### src/rtl/golden_nonce_reporter.sv
// Golden nonce reporter: detects rising per-core hit flags, queues the nonces and sends each one as a byte frame.
// Define NONCE_REPORT_CORE_ID_EN to append a core-id byte to every frame.
module golden_nonce_reporter #(
    parameter int          NUM_CORES = 2,
    parameter int          DEPTH     = 4,
    parameter logic [7:0]  HEADER    = 8'hA5
) (
    input  logic                   clk,
    input  logic                   n_rst,
    input  logic [NUM_CORES-1:0]   flag,
    input  logic [31:0]            golden_nonce,
    input  logic                   clear,
    output logic [7:0]             tx_data,
    output logic                   tx_valid,
    input  logic                   tx_ready,
    output logic [$clog2(DEPTH):0] fifo_count,
    output logic                   overflow
);

    localparam int AW = $clog2(DEPTH);
    localparam int CW = AW + 1;
`ifdef NONCE_REPORT_CORE_ID_EN
    localparam int EW = 40;
`else
    localparam int EW = 32;
`endif

    typedef enum logic [2:0] {
        S_IDLE, S_HDR, S_B3, S_B2, S_B1, S_B0
`ifdef NONCE_REPORT_CORE_ID_EN
        , S_ID
`endif
    } state_t;

    state_t               state, state_nxt;
    logic [NUM_CORES-1:0] flag_q, rise;
    logic                 pend;
    logic [EW-1:0]        mem [DEPTH];
    logic [EW-1:0]        entry, frame;
    logic [AW-1:0]        wr_ptr, rd_ptr;
    logic [CW-1:0]        count;
    logic                 full, last_byte, pop, push_ok;

    assign rise = flag & ~flag_q;

    always_ff @(posedge clk or negedge n_rst) begin
        if (!n_rst) begin
            flag_q <= '0;
            pend   <= 1'b0;
        end else begin
            flag_q <= flag;
            pend   <= (|rise) & ~clear;
        end
    end

`ifdef NONCE_REPORT_CORE_ID_EN
    logic [7:0] rise_id, id_q;

    // Lowest-numbered core wins when several flags rise together.
    always_comb begin
        rise_id = '0;
        for (int i = NUM_CORES - 1; i >= 0; i--)
            if (rise[i]) rise_id = 8'(i);
    end

    always_ff @(posedge clk or negedge n_rst) begin
        if (!n_rst)      id_q <= '0;
        else if (|rise)  id_q <= rise_id;
    end

    assign entry     = {id_q, golden_nonce};
    assign last_byte = (state == S_ID);
`else
    assign entry     = golden_nonce;
    assign last_byte = (state == S_B0);
`endif

    // Pop either from idle or straight after the final byte of a frame is taken.
    assign full    = (count == CW'(DEPTH));
    assign pop     = (count != '0) & ~clear & ((state == S_IDLE) | (last_byte & tx_ready));
    assign push_ok = pend & ~clear & (~full | pop);

    always_ff @(posedge clk or negedge n_rst) begin
        if (!n_rst) begin
            wr_ptr   <= '0;
            rd_ptr   <= '0;
            count    <= '0;
            overflow <= 1'b0;
        end else if (clear) begin
            wr_ptr   <= '0;
            rd_ptr   <= '0;
            count    <= '0;
            overflow <= 1'b0;
        end else begin
            if (push_ok) wr_ptr <= wr_ptr + AW'(1);
            if (pop)     rd_ptr <= rd_ptr + AW'(1);
            count <= count + CW'(push_ok) - CW'(pop);
            if (pend & full & ~pop) overflow <= 1'b1;
        end
    end

    always_ff @(posedge clk) begin
        if (push_ok) mem[wr_ptr] <= entry;
    end

    always_ff @(posedge clk or negedge n_rst) begin
        if (!n_rst)   frame <= '0;
        else if (pop) frame <= mem[rd_ptr];
    end

    assign fifo_count = count;

    always_ff @(posedge clk or negedge n_rst) begin
        if (!n_rst) state <= S_IDLE;
        else        state <= state_nxt;
    end

    always_comb begin
        state_nxt = state;
        case (state)
            S_IDLE: if (pop)      state_nxt = S_HDR;
            S_HDR:  if (tx_ready) state_nxt = S_B3;
            S_B3:   if (tx_ready) state_nxt = S_B2;
            S_B2:   if (tx_ready) state_nxt = S_B1;
            S_B1:   if (tx_ready) state_nxt = S_B0;
`ifdef NONCE_REPORT_CORE_ID_EN
            S_B0:   if (tx_ready) state_nxt = S_ID;
            S_ID:   if (tx_ready) state_nxt = pop ? S_HDR : S_IDLE;
`else
            S_B0:   if (tx_ready) state_nxt = pop ? S_HDR : S_IDLE;
`endif
            default: state_nxt = S_IDLE;
        endcase
    end

    always_comb begin
        tx_valid = (state != S_IDLE);
        tx_data  = 8'h00;
        case (state)
            S_HDR: tx_data = HEADER;
            S_B3:  tx_data = frame[31:24];
            S_B2:  tx_data = frame[23:16];
            S_B1:  tx_data = frame[15:8];
            S_B0:  tx_data = frame[7:0];
`ifdef NONCE_REPORT_CORE_ID_EN
            S_ID:  tx_data = frame[39:32];
`endif
            default: tx_data = 8'h00;
        endcase
    end

endmodule

### config.mk
export PLATFORM = sky130hd
export DESIGN_NAME = golden_nonce_reporter
export DESIGN_NICKNAME = d
export VERILOG_FILES = /design/src/rtl/golden_nonce_reporter.sv
export SDC_FILE = /design/constraint.sdc
export NUM_CORES = 1
export LEC_CHECK = 0
export BUFFER_PORTS_ARGS = -buffer_cell sky130_fd_sc_hd__clkbuf_2
export CORE_ASPECT_RATIO = 0.8
export CORE_MARGIN = 10
export CORE_UTILIZATION = 54
export CTS_CLUSTER_DIAMETER = 50
export DETAILED_ROUTE_END_ITERATION = 12
export PLACE_DENSITY = 0.88
export SETUP_SLACK_MARGIN = 0.05
export SLEW_MARGIN = 30
export SYNTH_ARGS = -nofsm -noshare
export SYNTH_HDL_FRONTEND = slang
export SYNTH_SLANG_ARGS = --single-unit
### constraint.sdc
create_clock -name clk -period 2.6 [get_ports clk]
set_input_delay 0.26 -clock clk [delete_from_list [all_inputs] [get_ports clk]]
set_output_delay 0.26 -clock clk [all_outputs]
set_load 0.01 [all_outputs]
Yosys cells after proc, flatten, opt, wreduce, memory -nomap -nowiden
Memory sizes are Yosys's and may differ from the RTL's. A register that Yosys moved wholly into a read port is not among the register bits. Cells that the tools add are included.

Flip-flop bits (word level): 14. RAM bits: 128. Bits of input ports: 38. Output and inout bits: 13. Word-level logic and storage cells: 66. Memories: 1.

Memory list: mem (words 4, bits a word 32, read ports 1, clocked after memory_dff 1, write ports 1, line 38) `logic [EW-1:0] mem [DEPTH];`.

Add/subtract/negate cells: 4. Eq/ne operators: 12. Multiplexer cells: 18. Bitwise gates (word level): 15. Reductions and logical operators: 9.

Operators by type and width (count): case mux 8 bit (5 select lines) (1); two-way mux 3 bit (7); case mux 3 bit (6 select lines) (1); != test 2 bit, second input constant (6); == test 3 bit, second input constant (3); AND 1 bit (8); two-way mux 2 bit (4); == test 3 x 2 -> 1 bit, second input constant (2); AND reduction 6 bit (1); nonzero test 2 bit (3); nonzero test 3 bit (2); two-way mux 1 bit (5); adder 2 x 1 -> 2 bit, second input constant (2); adder 3 x 1 -> 3 bit (1); == test 3 x 1 -> 1 bit, second input constant (1); logical NOT 3 bit (1); inverter 1 bit (3); subtractor 3 x 1 -> 3 bit (1); AND 2 bit (1); inverter 2 bit (1); OR 1 bit (2); OR reduction 2 bit (1); logical NOT 1 bit (1).

Depth between registers and ports, before layout
Word-level depth: 9. Depth in mapped cells: 12. Mapped depth without buffers: 10.

Worst setup path after synthesis
Ideal clock, no wire load.

Path type: register to register. Start: register state[2]. End: register count[2] (netlist: fifo_count[2]). Setup time: 0.131 ns. Arrival: 2.392 ns. Data required time: 2.469 ns. Path slack: 0.077 ns. Cell stages (with the launch flop): 13. Buffers on the path: 2. Period minus slack after synthesis: 2.523 ns. Cells stage by stage: dfrtp_1 > buf_4 > nor3_2 > inv_2 > a211oi_4 > buf_6 > ha_1 > inv_1 > ha_1 > inv_1 > fa_1 > xnor2_1 > nor2_1.

Longest elaborated chain between the ends: 9. Elaborated cells between the ends (all ways): 10. Classes of those cells: 2 x add/sub; 1 x eq/ne; 1 x mux; 5 x bitwise; 1 x reduce/logical.

Ends and longest elaborated chain: from (decl) (line 35) `state_t state, state_nxt;`; from (signal assigned) (line 115) `else state <= state_nxt;`; == test 3 bit (line 75) `assign last_byte = (state == S_B0);`; AND 1 bit (line 80) `assign pop = (count != '0) & ~clear & ((state == S_IDLE) | (last_byte & tx_ready));`; OR 1 bit (*) (line 80); AND 1 bit (*) (line 80); OR 1 bit (line 81) `assign push_ok = pend & ~clear & (~full | pop);`; AND 1 bit (line 81); adder 3 x 1 -> 3 bit (line 97) `count <= count + CW'(push_ok) - CW'(pop);`; subtractor 3 x 1 -> 3 bit (*) (line 97); two-way mux 3 bit (*) (line 89) `end else if (clear) begin`; to (signal assigned) (line 97); to (decl) (line 41) `logic [CW-1:0] count;`.

Mark *: on every way between the ends. The rest lies on a longest branch, timed or not. A chain may end at the register's enable or synchronous reset.

Final worst setup path
Start: register count[0] (netlist: fifo_count[0]). End: register count[2] (netlist: fifo_count[2]).

Longest elaborated chain between the ends: 8. Elaborated cells between the ends (all ways): 10. Classes of those cells: 2 x add/sub; 1 x eq/ne; 1 x mux; 5 x bitwise; 1 x reduce/logical.

Ends and longest elaborated chain (line): nonzero test 3 bit (80); AND 1 bit (2 in a row) (80); OR 1 bit (81); AND 1 bit (81); adder 3 x 1 -> 3 bit (97); subtractor 3 x 1 -> 3 bit (*) (97); two-way mux 3 bit (*) (89).

Marked as above.

==> flow_summary.toml <==
[placed_design]
io_buffers = 50
routabilityCongestion = 0.825
postPlaceCellArea_sq_mm = 0.00740
dp_slack_ns = 0.102
hpwl_mm = 8.14

[setup_path]
r2r_slack_ns = 0.15
critPathKind = "register to register"
rr_endpoint = "fifo_count[2]"
crit_path_start = "fifo_count[0]"
worstReg2RegStart = "fifo_count[0]"
setup.worst_path.start_class = "register"
ff2ff_path_depth = 10
crit_fanout = 5
end_kind = "register"
required_ns = 2.91
worstPathArrival_ns = 2.77

[sta]
finalCriticalPeriod_ns = 2.45
slew_viol_final = 0
fmax_ghz = 0.407
fin_crit_sh_pct = 94.4
finalHoldViolations = 0
skew_ns = 0.00612
layout_setup_ws_ns = 0.145
tns_ns = 0
setup_violations = 0
slew_headroom_pct = 56.6
tightest_slew_ns = 0.651
rsz0062_at_grt = "false"

[floorplanning]
ios = 51
rows = 36
coreArea_sq_mm = 0.0123
fp.dieW_microns = 146
dieArea_sq_mm = 0.0177
initial_core_util_pct = 55.9
die_h_microns = 121

[cts]
insertion_delay_ns = 0.42
cts_tree = "yes"
h-tree-depth = 4
clkTransAtPathRegs_ns = 0.07
clockBufferDepth = 2
cts_num_sinks = 174
clockRootBuffer = "clkbuf_16"
cts_buffers = 17

[yosys]
synth_top_family_by_area = "multiplexers"
synth-xor-area-share_pct = 0.381
synth_cells = 357
yosysWarnings = 0
synth_adder_area_share_pct = 1.38
synth_fp_nets = 402
yosys.cell_types.count = 42
synth-simple-area-share_pct = 3.45
synth_compound_area_share_pct = 4.05
syn-cell-area_sq_mm = 0.00689
synthArstFlopShare_pct = 26.4
synthFlopType = "edfxtp_1"
synth_edf_count = 128
synth-seq-cells = 174
syn-mean-instance-area_sq_um = 19.3
yosysSeqAreaShare_pct = 72.5
muxShareOfSynthArea_pct = 16.1

[min_path]
hold-path-cell-count = 1
hp-start = "golden_nonce[25]"
holdPathEnd = "mem[1][25]"
hp-class = "input port to register"

[drt]
drt_iter0_drc = 367
antenna_left = 0
wire_per_inst_microns = 21.7
drc_errors = 0
avgViaCountPerCell = 5.81
drt-total-wl_mm = 13.3
vias = 3561
firstDrtPassIters = 5

[pwr]
power_leakage_nw = 2.94
ir_worst_vdd_mv = 0.730
powerDensity_mw_per_mm2 = 987

[final_layout]
fin_nets = 474
antennaDiodeCount = 0
fin_area_sq_mm = 0.00806
drive_gt1_share_pct = 32.6
syn_to_final_growth_pct = 16.9

[status]
outcome = "finished clean"

[global_route]
grt_usage_pct = 15.6
grt_first_pass_wirelength_mm = 21.2
grt_pass1_vias = 3737
antenna_found_initial = 0
grt_start_max_net_pins = 42
grt_overflow_total = 0

[flow_run]
maxCapViolCount = 0
-- layer usage --
layer	part of all wire [%]	vias up	routed length [microns]	track usage (%)
li1	-	1573	-	-
met1	43	1835	5740	20.9
met2	50	126	6700	24.4
met3	4.9	27	653	3.62
met4	1.8	0	235	6.43
met5	0	-	0	0
-- state kept, by name, indices dropped and copies added (netlist names) --
register	flops
fifo_count	3
flag_q	2
frame	32
mem	128
overflow	1
pend	1
rd_ptr	2
state	3
wr_ptr	2
-- synth_stat cells (4+ instances only) --
| cell type | number | area share (%) |
|---|---|---|
| a21oi_1 | 5 | 0.36 |
| dfrtp_1 | 46 | 17 |
| a31oi_1 | 4 | 0.36 |
| mux2_1 | 28 | 4.6 |
| buf_2 | 5 | 0.36 |
| clkbuf_1 | 10 | 0.54 |
| nand2b_1 | 8 | 0.73 |
| ha_1 | 6 | 1.1 |
| nor2_1 | 7 | 0.38 |
| a221oi_1 | 9 | 1.1 |
| a21o_1 | 4 | 0.44 |
| nor3b_1 | 4 | 0.44 |
| inv_1 | 11 | 0.60 |
| edfxtp_1 | 128 | 56 |
| a22oi_1 | 5 | 0.54 |
| mux2_2 | 5 | 0.82 |
| nor2b_1 | 6 | 0.54 |
| and2_1 | 4 | 0.36 |
| mux4_2 | 32 | 10 |
-- metrics by stage --
| stage | util (%) | cells | power [mW] | hold slack (ns) |
|---|---|---|---|---|
| after floorplan | - | 357 | 4.76 | -0.0356 |
| final | 65.3 | 613 | 7.95 | 0.0474 |
| after global placement | 59.9 | 576 | 5.27 | 0.386 |
| after detailed placement | 59.9 | 576 | 5.37 | 0.314 |
| after CTS | 65.2 | 612 | 8.00 | 0.0368 |
| after global routing | 65.3 | 613 | 8.31 | 0.0379 |
-- what timing repair did --
| item | in CTS | in global routing |
|---|---|---|
| endpoints found under the hold margin | 42 | 0 |
| gates resized for setup | 0 | 2 |
| setup buffers | 1 | 1 |
| setup endpoints to repair | 1 | 2 |
| hold buffers | 3 | 0 |
| pin swaps | 1 | 1 |
-- cells in the final DEF (no fill, tap or decap), types with 5 or more instances in the layout --
cell	synthesis	layout
ha_1	6	6
a22oi_1	5	5
mux2_1	28	28
nand2b_1	8	8
dfrtp_1	46	45
a221oi_1	9	9
nor2_1	7	7
edfxtp_1	128	128
nor2b_1	6	5
buf_4	1	18
inv_1	11	11
mux2_2	5	5
clkbuf_16	0	17
a21oi_1	5	5
mux4_2	32	32
clkbuf_2	0	49
-- power breakdown --
part           internal, mW  total (mW)  switching (mW)
logic                 0.852        1.78           0.930
clock network          1.53        2.60            1.07
registers              3.35        3.57           0.221
total                  5.73        7.95            2.22
-- cell families after synthesis --
logic type / count (synthesis)
multiplexers: 67
buffers and inverters: 31
flip-flops: 174
AO/OA/AOI/OAI: 36
adder cells (fa/ha/maj): 7
XOR/XNOR: 3
AND/OR/NAND/NOR: 39
-- area by class of cell --
type	count	area (sq um)
Clock buffer	18	429
Clock inverter	14	184
Fill cell	832	4280
Inverter	12	45.0
Multi-Input combinational cell	152	1760
Sequential cell	174	5000
Tap cell	171	214
Timing Repair Buffer	72	438
-- worst max path at each step --
stage	to	slack (ns)
floorplan	fifo_count[2]	0.08
detailed placement	fifo_count[2]	0.10
global placement	fifo_count[2]	0.21
CTS	fifo_count[2]	0.08
finish	fifo_count[2]	0.15
global route	tx_data[5]	0.05
-- worst max-delay path: stages (launching register included) --
cell     delay [ns]
dfrtp_1        0.44
or3b_4         0.44
o31a_1         0.30
inv_1          0.07
ha_1           0.22
inv_1          0.06
ha_1           0.13
inv_1          0.06
fa_1           0.41
xnor2_1        0.16
nor2_1         0.05
No activity file was read; power rests on OpenSTA's default activity.
